==> src/rtl/cla_operand_sequencer.sv <==
// Operand source for the 2-bit CLA stage: switch passthrough or a 32-step a/b/ci walk (step/auto); 3-clk switch-to-output latency.
// No backpressure; optional CLA_SEQ_REVERSE_EN adds a synchronized dir input that makes each advance count down.
module cla_operand_sequencer #(
  parameter int DB_CYCLES = 500000,
  parameter int AUTO_DIV  = 50000000
) (
  input  logic       clk,
  input  logic       rst_n,
  input  logic       btn_step,
  input  logic [1:0] mode,
  input  logic [1:0] sw_a,
  input  logic [1:0] sw_b,
  input  logic       sw_ci,
`ifdef CLA_SEQ_REVERSE_EN
  input  logic       dir,
`endif
  output logic [1:0] a,
  output logic [1:0] b,
  output logic       ci,
  output logic [4:0] idx,
  output logic       wrap
);

  localparam int DBW = $clog2(DB_CYCLES + 1);
  localparam int PSW = $clog2(AUTO_DIV + 1);

  typedef enum logic [1:0] {
    ST_MANUAL = 2'b00,
    ST_STEP   = 2'b01,
    ST_AUTO   = 2'b10,
    ST_HOLD   = 2'b11
  } state_t;

  state_t           st, st_nxt;
  logic             btn_s1, btn_s2;
  logic [1:0]       mode_s1, mode_s2;
  logic [4:0]       sw_s1, sw_s2;
  logic             dir_s;
  logic [DBW-1:0]   db_cnt;
  logic             db_lvl, db_lvl_d;
  logic             step_pulse;
  logic [PSW-1:0]   psc;
  logic             psc_tc;
  logic             adv;
  logic [4:0]       idx_step;
  logic             wrap_hit;

  always_ff @(posedge clk or negedge rst_n) begin
    if (!rst_n) begin
      btn_s1  <= 1'b0;
      btn_s2  <= 1'b0;
      mode_s1 <= 2'b00;
      mode_s2 <= 2'b00;
      sw_s1   <= 5'd0;
      sw_s2   <= 5'd0;
    end else begin
      btn_s1  <= btn_step;
      btn_s2  <= btn_s1;
      mode_s1 <= mode;
      mode_s2 <= mode_s1;
      sw_s1   <= {sw_a, sw_b, sw_ci};
      sw_s2   <= sw_s1;
    end
  end

`ifdef CLA_SEQ_REVERSE_EN
  logic dir_s1, dir_s2;
  always_ff @(posedge clk or negedge rst_n) begin
    if (!rst_n) begin
      dir_s1 <= 1'b0;
      dir_s2 <= 1'b0;
    end else begin
      dir_s1 <= dir;
      dir_s2 <= dir_s1;
    end
  end
  assign dir_s = dir_s2;
`else
  assign dir_s = 1'b0;
`endif

  // Counter runs in every mode so a press that settles while in MANUAL is consumed there.
  always_ff @(posedge clk or negedge rst_n) begin
    if (!rst_n) begin
      db_cnt   <= '0;
      db_lvl   <= 1'b0;
      db_lvl_d <= 1'b0;
    end else begin
      db_lvl_d <= db_lvl;
      if (btn_s2 == db_lvl) begin
        db_cnt <= '0;
      end else if (db_cnt == DBW'(DB_CYCLES - 1)) begin
        db_lvl <= btn_s2;
        db_cnt <= '0;
      end else begin
        db_cnt <= db_cnt + DBW'(1);
      end
    end
  end

  assign step_pulse = db_lvl & ~db_lvl_d;
  assign psc_tc     = (psc == PSW'(AUTO_DIV - 1));
  assign idx_step   = dir_s ? (idx - 5'd1) : (idx + 5'd1);
  assign wrap_hit   = dir_s ? (idx == 5'd0) : (idx == 5'd31);

  always_ff @(posedge clk or negedge rst_n) begin
    if (!rst_n) st <= ST_MANUAL;
    else        st <= st_nxt;
  end

  always_comb begin
    st_nxt = ST_MANUAL;
    adv    = 1'b0;
    case (mode_s2)
      2'b01:   st_nxt = ST_STEP;
      2'b10:   st_nxt = ST_AUTO;
      2'b11:   st_nxt = ST_HOLD;
      default: st_nxt = ST_MANUAL;
    endcase
    case (st)
      ST_STEP: adv = step_pulse;
      ST_AUTO: adv = psc_tc;
      default: adv = 1'b0;
    endcase
  end

  // Prescaler freezes outside AUTO and is cleared on entry, so the first advance is a full period later.
  always_ff @(posedge clk or negedge rst_n) begin
    if (!rst_n) begin
      psc <= '0;
    end else if (st == ST_AUTO) begin
      psc <= psc_tc ? '0 : psc + PSW'(1);
    end else if (st_nxt == ST_AUTO) begin
      psc <= '0;
    end
  end

  always_ff @(posedge clk or negedge rst_n) begin
    if (!rst_n) begin
      a    <= 2'd0;
      b    <= 2'd0;
      ci   <= 1'b0;
      idx  <= 5'd0;
      wrap <= 1'b0;
    end else begin
      wrap <= 1'b0;
      if (st == ST_MANUAL) begin
        {a, b, ci} <= sw_s2;
        idx        <= sw_s2;
      end else begin
        a  <= idx[4:3];
        b  <= idx[2:1];
        ci <= idx[0];
        if (adv) begin
          idx  <= idx_step;
          wrap <= wrap_hit;
        end
      end
    end
  end

endmodule

==> config.mk <==
export PLATFORM = sky130hd
export DESIGN_NAME = cla_operand_sequencer
export DESIGN_NICKNAME = d
export VERILOG_FILES = /design/src/rtl/cla_operand_sequencer.sv
export SDC_FILE = /design/constraint.sdc
export NUM_CORES = 1
export LEC_CHECK = 0
export CAP_MARGIN = 20
export CORE_ASPECT_RATIO = 2
export CORE_MARGIN = 2
export CORE_UTILIZATION = 35
export CTS_CLUSTER_SIZE = 24
export DETAILED_ROUTE_END_ITERATION = 12
export PLACE_DENSITY = 0.5
export SETUP_SLACK_MARGIN = 0.4
export SYNTH_ARGS = -nofsm -noshare
export SYNTH_HDL_FRONTEND = slang
export SYNTH_SLANG_ARGS = --single-unit
==> constraint.sdc <==
create_clock -name clk -period 4.3 [get_ports clk]
set_clock_uncertainty 0.1 [all_clocks]
set_input_delay 1.075 -clock clk [delete_from_list [all_inputs] [get_ports clk]]
set_output_delay 1.075 -clock clk [all_outputs]
set_load 0.02 [all_outputs]
* After elaboration in Yosys (flattened, before gate mapping) *
Index checks and enable logic that the tools add are counted.

operators by class
  add/subtract/negate cells = 3
  $mul = 0
  divide/modulo/power cells = 0
  $lt $le $gt $ge = 0
  equality and inequality tests = 10
  shift operators = 0
  multiplexer cells = 14
  bitwise gates (word level) = 3
  reductions and logical operators = 4

operators by type and width
  operator                                        count
  two-way mux 26 bit                              3
  two-way mux 19 bit                              2
  adder 26 x 1 -> 26 bit (second input constant)  1
  == test 26 bit (second input constant)          1
  adder 19 x 1 -> 19 bit (second input constant)  1
  == test 19 bit (second input constant)          1
  two-way mux 5 bit                               2
  == test 2 bit (second input constant)           4
  case mux 2 bit (3 select lines)                 1
  adder 5 x 1 -> 5 bit (second input constant)    1
  == test 5 bit (second input constant)           1
  == test 2 x 1 -> 1 bit (second input constant)  2
  two-way mux 2 bit                               2
  nonzero test 2 bit                              2
  two-way mux 1 bit                               3
  logical NOT 2 bit                               1
  NOT 1 bit                                       2
  case mux 1 bit (2 select lines)                 1
  AND reduction 2 bit                             1
  AND 1 bit                                       1
  == test 1 bit                                   1

word-level totals
  bits in registers = 76
  bits in latches = 0
  bits in writable memories = 0
  memory bits (read-only) = 0
  output and inout port bits = 11
  word-level logic and storage cells = 50
  memories kept = 0

* Depth between registers and ports, before layout *
  word-level depth = 5
  mapped depth = 8

* Least setup slack after synthesis *
No wires, ideal clock.

  path type = register to register
  from = register psc[10]
  to = register psc[1]
  arrival = 1.775 ns
  data required time = 4.079 ns
  slack = 2.304 ns
  stages on the path, launching flop included = 8
  buffers on the path = 3
  cells stage by stage = dfrtp_1 > buf_6 > or3_4 > nor4_2 > a21boi_2 > buf_6 > buf_6 > a22o_1

on the way
  cells in the longest elaborated chain, start to end = 3

ends and longest elaborated chain
  what                    RTL line  text
  start, declared         42        logic [PSW-1:0] psc;
  start signal, assigned  132       psc <= psc_tc ? '0 : psc + PSW'(1);
  == test 26 bit          102       assign psc_tc = (psc == PSW'(AUTO_DIV - 1));
  two-way mux 26 bit      132
  two-way mux 26 bit      131       end else if (st == ST_AUTO) begin

Every way passes these cells.
A chain may end at the register's enable or synchronous reset.

* Worst setup path in the final report *
  from = register idx[0]
  to = output port idx[0]

RTL lines
  what                    RTL line  text
  start, declared         20        output logic [4:0] idx,
  start signal, assigned  149       idx <= sw_s2;
  start signal, assigned  155       idx <= idx_step;

No word-level cell between the ends.

==> reports/metrics.yaml <==
place_hpwl_um: 5460
period_needed_ns: 2.58
initial_utilization_pct: 35.7
worstMarginPinSlew_ns: 0.951
drv_slew: 0
reg2reg_depth: 7
holdPathStages: 0
hp-class: "flip-flop to flip-flop"
rows: 52
grtUsageTotal_pct: 15.9
drive_gt1_share_pct: 9.76
path_max_fanout: 5
cts_buffers: 9
clk_latency_ns: 0.34
worst_path_max_delay_cell: "clkdlybuf4s50_1"
combPwrFrac_pct: 8.8
wl_um: 7830
post-cts-setup-buffers: 0
clkPwrFrac_pct: 44.7
crit_family: "buffers and inverters"
worst-path-buf-inv: 1
cap_violations: 0
first_pass_iters: 6
status: "finished, final reports clean"
synth_cells: 346
cts_sinks: 76
rsz0062_at_grt: "no"
r2r_end: "psc[15]"
ys_seq_elements: 76
grt_max_degree: 77
synth_nets: 363
fill_cells: 1005
crit_end: "idx[0]"
grt_antenna_before_repair: 0
setup_viol: 0
multi_input_area_um2: 1530
dp_cells: 488
antennaDiodeCount: 0
critPathKind: "flip-flop to output port"
vias_per_cell: 5.25
grt_overflow_total: 0
final_nets: 381
power_density_nw_per_um2: 401
worst_setup_path_start_kind: "flip-flop"
avgSynthCellArea_um2: 10.3
worst_ep_arrival_time_ns: 1.40
yosysWarnings: 0
drc: 0
cts_resized: 0
pin_count: 21
r2r_slack_ns: 2.00
ant_nets: 0
core_area_um2: 10000
grt_pass1_vias: 2683
grt_first_pass_wirelength_um: 13200
area_growth_pct: 16.3
p_sw_share_pct: 26.9
seqPwrFrac_pct: 46.6
portBuffers: 20
crit_start: "idx[0]"
required_ns: 3.12
seqCellArea_um2: 1900
switchingPower_w: 0.000448
die_h_um: 147
relSlewSlack_pct: 36.0
place_congestion: 0.771
wl_per_cell_um: 15.5
p_int_w: 0.00122
cts_tree: "built"
vdd_drop_max_v: 0.000194
cp.depth: 1
hold_viol: 0
synth_area_um2: 3570
stdcell_count: 504
synth_seq_area_share_pct: 53.2
power.leakage_nw: 1.70
reg2reg_from: "psc[0]"
crit_chain: "clkdlybuf4s50_1"
yosysUniqueCellTypes: 50
path_clk_slew_ns: 0.07
drtIter0Drc: 147
cp-end-kind: "output port"
die_w_um: 75.5
hold_buffers: 0
crit_path_max_incr_delay_ns: 0.64
htreeDepth: 3
fmax_ghz: 0.388
dieArea_um2: 11100
fin_tns_setup_ns: 0
root_buffer: "clkbuf_16"
cts_buffer_depth: 2
via_count: 2646
post-route-period-util_pct: 60.0
[cell usage after synthesis (all sizes together)]
cell type  count  area share (%)
mux2           6             1.9
nor3b          1            0.21
nand3         18             2.7
a221oi         2            0.49
clkbuf         7            0.74
a21boi         1            0.32
a22o           3            0.74
o311ai         1            0.25
a21bo          1            0.28
nand2b         4            0.70
nand4         15             2.6
or3            5             1.0
dfrtp         76              53
a21oi         17             2.5
nor2          36             3.8
ha             7             2.5
and3           5            0.88
a21o           5             1.1
o21bai         2            0.42
or2            1            0.18
and2           2            0.35
xnor2          7             1.7
a221o          1            0.28
o21ba          1            0.28
nand2         32             3.4
and4           1            0.25
buf            8             1.8
nor4b          3            0.74
nand3b         1            0.21
o31a           1            0.25
a41oi          3            0.74
nand4bb        2            0.63
inv           14             1.5
mux2i          1            0.28
a31oi         17             3.0
nor3          11             1.7
xor2          11             2.7
nor4           7             2.4
o211ai         2            0.42
o21ai          8             1.1
[state kept, by name, indices dropped and copies added (netlist names)]
register and flops:
a 2, b 2, btn_s1 1, btn_s2 1, ci 1, db_cnt 19
db_lvl 1, db_lvl_d 1, idx 5, mode_s1 2, mode_s2 2, psc 26
st 2, sw_s1 5, sw_s2 5, wrap 1
[worst min path at each step]
stage,from,to
2_1_floorplan,btn_s1,btn_s2
3_3_place_gp,sw_s1[3],sw_s2[3]
3_5_place_dp,sw_s1[3],sw_s2[3]
4_1_cts,sw_s1[3],sw_s2[3]
5_1_grt,sw_s1[3],sw_s2[3]
6_report,sw_s1[3],sw_s2[3]
[layout by cell type (no fill, tap or decap), drive strengths merged, types with 2 or more instances in the layout]
cell           instances
dfrtp                 76
nor2                  36
nand2                 32
inv                   20
clkdlybuf4s50         19
nand3                 18
a31oi                 17
a21oi                 17
nand4                 15
xor2                  11
nor3                  11
clkbuf                 9
o21ai                  8
xnor2                  7
ha                     7
nor4                   7
mux2                   6
and3                   5
a21o                   5
or3                    5
nand2b                 4
nor4b                  3
a22o                   3
a41oi                  3
buf                    3
nand4bb                2
a221oi                 2
o211ai                 2
and2                   2
o21bai                 2
[through the flow]
step           util, %  total power, W  cell area (µm²)  hold slack [ns]  setup slack, ns
5_1_grt           41.5         0.00175             4160            0.257             1.65
6_report          41.5         0.00166             4160            0.253             1.72
2_1_floorplan        -        0.000867             3570            0.231             2.30
3_5_place_dp      38.6        0.000939             3860            0.240             2.01
3_3_place_gp      38.6        0.000936             3860            0.236             2.04
4_1_cts           41.5         0.00170             4160            0.256             1.70
[layout make-up]
| cell class | count | share of cell area [%] |
|---|---|---|
| clock buffer | 9 | 5.42 |
| multi-input combinational | 241 | 36.8 |
| sequential | 76 | 45.8 |
| clock inverter | 7 | 1.57 |
| tap | 135 | 4.07 |
| inverter | 14 | 1.26 |
| timing repair buffer | 22 | 5.12 |
[cell families after synthesis]
| group | share of synthesized area (%) |
|---|---|
| xor+xnor | 4.41 |
| simple gates | 21.7 |
| buf+inv | 3.99 |
| flops | 53.2 |
| mux | 2.17 |
| compound gates | 12.1 |
| fa+ha+maj | 2.45 |
[power by group through the flow]
stage	registers (W)	logic, W	clock network (W)
floorplan	0.000799	0.0000681	0
global placement	0.000788	0.000148	0
detailed placement	0.000789	0.000150	0
CTS	0.000775	0.000150	0.000770
global route	0.000780	0.000165	0.000802
finish	0.000775	0.000146	0.000744
[per-layer routing]
layer | routed length [µm] | vias up | global-route usage, %
li1 | - | 1276 | -
met1 | 2970 | 1299 | 16.8
met2 | 4300 | 46 | 26.8
met3 | 218 | 25 | 4.18
met4 | 348 | 0 | 9.65
met5 | 0 | - | 0
No activity file was read; power rests on OpenSTA's default activity.
